===== src/rtl/dsram_arbiter.sv =====
// Round-robin arbiter sharing one data SRAM port between the pipeline (m0)
// and a secondary master (m1); routes pipelined read data back by issuing id.
module dsram_arbiter #(
  parameter int unsigned ADDR_W = 32,
  parameter int unsigned DATA_W = 32,
  parameter int unsigned RD_LAT = 1
) (
  input  logic                  clk,
  input  logic                  rst,

  input  logic                  m0_req,
  input  logic [DATA_W/8-1:0]   m0_wen,
  input  logic [ADDR_W-1:0]     m0_addr,
  input  logic [DATA_W-1:0]     m0_wdata,
  output logic                  m0_gnt,
  output logic                  m0_rvalid,
  output logic [DATA_W-1:0]     m0_rdata,

  input  logic                  m1_req,
  input  logic [DATA_W/8-1:0]   m1_wen,
  input  logic [ADDR_W-1:0]     m1_addr,
  input  logic [DATA_W-1:0]     m1_wdata,
  output logic                  m1_gnt,
  output logic                  m1_rvalid,
  output logic [DATA_W-1:0]     m1_rdata,

  output logic                  sram_en,
  output logic [DATA_W/8-1:0]   sram_wen,
  output logic [ADDR_W-1:0]     sram_addr,
  output logic [DATA_W-1:0]     sram_wdata,
  input  logic [DATA_W-1:0]     sram_rdata,

  output logic                  stallreq
);

  localparam int unsigned BE_W = DATA_W / 8;

  // prio_q: 0 favours m0, 1 favours m1 when both request
  logic              prio_q, prio_d;
  logic [RD_LAT-1:0] tag_vld_q, tag_vld_d;
  logic [RD_LAT-1:0] tag_id_q, tag_id_d;
  logic              rd_issue;
  logic              out_vld;
  logic              out_id;

  // Grant, SRAM request mux and stall; everything gated while reset is low
  always_comb begin
    m0_gnt     = 1'b0;
    m1_gnt     = 1'b0;
    sram_en    = 1'b0;
    sram_wen   = '0;
    sram_addr  = '0;
    sram_wdata = '0;
    stallreq   = 1'b0;
    prio_d     = prio_q;

    if (rst) begin
      m0_gnt   = m0_req & (~m1_req | ~prio_q);
      m1_gnt   = m1_req & (~m0_req |  prio_q);
      stallreq = m0_req & ~m0_gnt;
    end

    sram_en = m0_gnt | m1_gnt;
    if (m0_gnt) begin
      sram_wen   = m0_wen;
      sram_addr  = m0_addr;
      sram_wdata = m0_wdata;
      prio_d     = 1'b1;
    end else if (m1_gnt) begin
      sram_wen   = m1_wen;
      sram_addr  = m1_addr;
      sram_wdata = m1_wdata;
      prio_d     = 1'b0;
    end
  end

  assign rd_issue = sram_en & (sram_wen == BE_W'(0));

  // Tag shift register: one {valid, id} per outstanding read cycle
  always_comb begin
    tag_vld_d    = tag_vld_q;
    tag_id_d     = tag_id_q;
    tag_vld_d[0] = rd_issue;
    tag_id_d[0]  = m1_gnt;
    for (int i = 1; i < int'(RD_LAT); i++) begin
      tag_vld_d[i] = tag_vld_q[i-1];
      tag_id_d[i]  = tag_id_q[i-1];
    end
  end

  always_ff @(posedge clk or negedge rst) begin
    if (!rst) begin
      prio_q    <= 1'b0;
      tag_vld_q <= '0;
      tag_id_q  <= '0;
    end else begin
      prio_q    <= prio_d;
      tag_vld_q <= tag_vld_d;
      tag_id_q  <= tag_id_d;
    end
  end

  assign out_vld = tag_vld_q[RD_LAT-1];
  assign out_id  = tag_id_q[RD_LAT-1];

  // Response routing; the master not being answered sees zero data
  assign m0_rvalid = out_vld & ~out_id;
  assign m1_rvalid = out_vld &  out_id;
  assign m0_rdata  = m0_rvalid ? sram_rdata : '0;
  assign m1_rdata  = m1_rvalid ? sram_rdata : '0;

endmodule


===== config.mk =====
export PLATFORM = sky130hd
export DESIGN_NAME = dsram_arbiter
export DESIGN_NICKNAME = d
export VERILOG_FILES = /design/src/rtl/dsram_arbiter.sv
export SDC_FILE = /design/constraint.sdc
export NUM_CORES = 1
export LEC_CHECK = 0
export BUFFER_PORTS_ARGS = -buffer_cell sky130_fd_sc_hd__buf_2
export CAP_MARGIN = 20
export CORE_AREA = 8 8 114 116
export CTS_BUF_LIST = sky130_fd_sc_hd__clkbuf_2
export DETAILED_ROUTE_END_ITERATION = 10
export DIE_AREA = 0 0 122 124
export GPL_TIMING_DRIVEN = 0
export PLACE_DENSITY = 0.62
export SLEW_MARGIN = 20
export SYNTH_ARGS = -nofsm -noshare
export SYNTH_HDL_FRONTEND = slang
export SYNTH_SLANG_ARGS = --single-unit

===== constraint.sdc =====
create_clock -name clk -period 1.15 [get_ports clk]
set_input_delay 0.115 -clock clk [delete_from_list [all_inputs] [get_ports clk]]
set_output_delay 0.115 -clock clk [all_outputs]
set_load 0.02 [all_outputs]

==> impl_results.md <==
* Critical Path Fanout Max at 8
* Synth area leaders: a22o_1, and2_1, and3_1
* CTS Sinks at 3
* Reg area at 77.6 um^2
* CP Buf/Inv Count at 3
* Die area at 15,100 um^2
* Area after DPL at 3690 um^2
* Hold_sp: m1_req
* First-pass GRT wire length at 18,200 um
* Die X at 122 um
* Reg2Reg Depth at 5
* GRT overflow at 0
* 1st-iter DRT viols at 102
* Largest net degree at the start of global routing at 12
* CP max stage delay at 400 ps
* Placer congestion estimate at 0.864
* Power Density at 508 nW/um^2
* Row count at 39
* Synth cell types at 23
* Port Buffers at 309
* Final Hold Viols at 0
* Core footprint at 11,200 um^2
* Worst reg2reg setup slack at -250 ps
* CTS HTree Levels at 1
* Fillcell total at 991
* Mux cell area share after synthesis at 0%
* CP Class: reg -> out
* # diodes at 0
* Vias in the first global route at 3,414
* Cell taking the most area after synthesis: a22o_1
* Worst Hold Endpoint: prio_q$_DFFE_PN0P_
* Main combinational cell family by area after synthesis: compound AO/OA/AOI/OAI gates
* Final worst slack at -513 ps
* WP data arrival at 1550 ps
* Max Slew Vio Count at 0
* Total Wirelength at 13,800 um
* Reg2Reg Capture Point: out_vld$_DFF_PN0_
* Top delay family on crit path: buffers and inverters
* Routed vias at 3,092
* Count of final setup violators at 138
* Post-Synth XOR/XNOR Area at 0%
* CTS tree: built
* Syn_area_per_cell at 7.56 um^2
* Area of the multi-input gates at 1990 um^2
* Clock latency on the worst-skew pair at 200 ps
* Post-synthesis sequential area ratio at 5.37%
* Slew headroom at 85.0%
* Worst r2r src: prio_q$_DFFE_PN0P_
* Failing checks: negative setup slack
* DR pass1 iterations at 4
* Async set-or-reset flop fraction in the synthesized netlist at 100%
* DR WL/cell at 20.5 um
* Top cell type's share of synthesized area at 40.1%
* Clock-pin slew on the worst setup and hold paths at 50 ps
* Clk buf depth at 2
* Setup Skew at 2.64 ps
* Sw frac at 42.4%
* Post-synth top flop: dfrtp_1
* Least-Margin Pin Slew at 225 ps
* MaxCap Viol Count at 0
* Layout Utilization at 48.9%
* RSZ-0062 raised after global routing: yes
* Initial antenna violation count at 1
* P&R area growth vs syn at 291%
* Crit share post-route at 145%
* Ports at 310
* Synth Area in Simple Gates at 36.7%
* Int Power at 1600 uW
* Lkg Pwr at 0.00287 uW
* Combinational Power Share at 89.8%
* CP Data Required Time at 1030 ps
* Synthesis Warnings at 0
* CTS root buffer: clkbuf_2
* Via density at 4.59
* Max VDD drop at 374 uV
* Setup TNS at -48,170 ps
* GRT Total Usage at 15.0%
* Clock network fraction of design power at 5.4%
* Post-DP HPWL at 9930 um
* Seq pwr share at 4.8%
* Net Sw Power at 1180 uW
* Crit-path cells: nand2_2 -> nand2_4 -> nor2_4 -> buf_12 -> buf_6 -> a22o_1 -> buf_6
* Mapped cell area at 1400 um^2
* HP Class: in -> reg
* Area share of fa/ha/maj cells after synthesis at 0%
* Compound-Gate Fraction of Synth Area at 44.5%
* CP Launch Type: register
* Max frequency at 601 MHz
* Count leader, synth: a22o_1
* Period minus WS final at 1660 ps
* Remaining DRCs at 0
* Die Ht at 124 um
* Layout Nets at 703
* Crit path top cell by count: buf_6
* Commonest cells post-synth: a22o_1, and2_1, and3_1, buf_6, clkbuf_1
* EDFF count, synth at 0
* CP Capture Type: primary output
* Syn nets at 357
* Initial Utilization at 12.5%
* Fin Hold WS at 230 ps
* Synthesized flop and latch total at 3
* Worst hold stages at 2
* Share of cells above drive strength 1 at 96.2%
* TritonCTS buffer count at 3
* Final ANT Viol Nets at 0
* Slowest-stage cell, CP: dfrtp_1
* Synth Instances at 185
* Result of the run: finished, violations left
* Post-route cell area at 5460 um^2
routing by layer:
metal	track usage, %	part of all wire, %	up-vias
li1	-	-	1416
met1	16.1	34	1464
met4	2.93	1.4	2
met5	0	0.094	-
met3	3.31	8.0	20
met2	29.5	57	190
metrics by stage:
| stage | std cells | setup WS (ps) | total power [uW] |
|---|---|---|---|
| floorplan | 185 | -121 | 1150 |
| global placement | 637 | -406 | 1800 |
| detailed placement | 637 | -424 | 1830 |
| CTS | 665 | -558 | 2540 |
| global route | 673 | -581 | 2910 |
| finish | 673 | -513 | 2770 |
kinds of logic (layout without fill, tap and decap cells):
logic type	after synthesis	in the layout
buffers and inverters	25	370
DFF	3	3
and+or+nand+nor	85	85
AOI/OAI and AO/OA	72	72
final cells by class:
class	count	area share (%)
sequential	3	1.42
timing repair buffer	343	52.2
tap	143	3.28
inverter	1	0.115
buffer	22	6.23
clock buffer	4	0.366
multi-input combinational	157	36.4
worst max path at each step:
stage / slack [ps] / from / cells after the start / endpoint
6_report: -510 / prio_q$_DFFE_PN0P_ / 7 / sram_wdata[1]
2_1_floorplan: -120 / prio_q$_DFFE_PN0P_ / 6 / sram_addr[0]
3_3_place_gp: -410 / prio_q$_DFFE_PN0P_ / 7 / sram_wdata[5]
5_1_grt: -580 / prio_q$_DFFE_PN0P_ / 7 / sram_addr[31]
3_5_place_dp: -420 / prio_q$_DFFE_PN0P_ / 7 / sram_addr[11]
4_1_cts: -560 / prio_q$_DFFE_PN0P_ / 7 / sram_addr[7]
power groups by stage:
| stage | clock [uW] | combinational (uW) | sequential, uW |
|---|---|---|---|
| after floorplan | 0 | 1020 | 129 |
| after global placement | 0 | 1660 | 134 |
| after detailed placement | 0 | 1700 | 134 |
| after CTS | 154 | 2260 | 132 |
| after global routing | 166 | 2610 | 134 |
| final | 149 | 2490 | 133 |
flip-flops by register name (all words and copies together) (netlist names):
signal,cells
out_vld,1
prio_q,1
out_id,1
cell usage in the layout, fill, tap and decap left out, types with 2 or more instances in the layout:
master	instances
buf_2	174
buf_6	150
a22o_4	59
and2_4	34
and3_4	32
buf_4	14
buf_12	11
buf_8	9
nand2_1	5
a22o_1	5
nor2_1	4
clkbuf_2	4
buf_16	4
nor2_4	3
nand2_4	2
o22ai_4	2
a22oi_2	2
clkbuf_16	2
dfrtp_2	2
timing repair:
action                                  in CTS  in global routing
gates resized for setup                    284                159
buffers inserted                            17                  8
gates cloned                                 7                  4
endpoints found under the setup margin     137                138
endpoints found under the hold margin        3                  3
pin swaps                                   28                 29
Power figures use the tool's default switching activity.
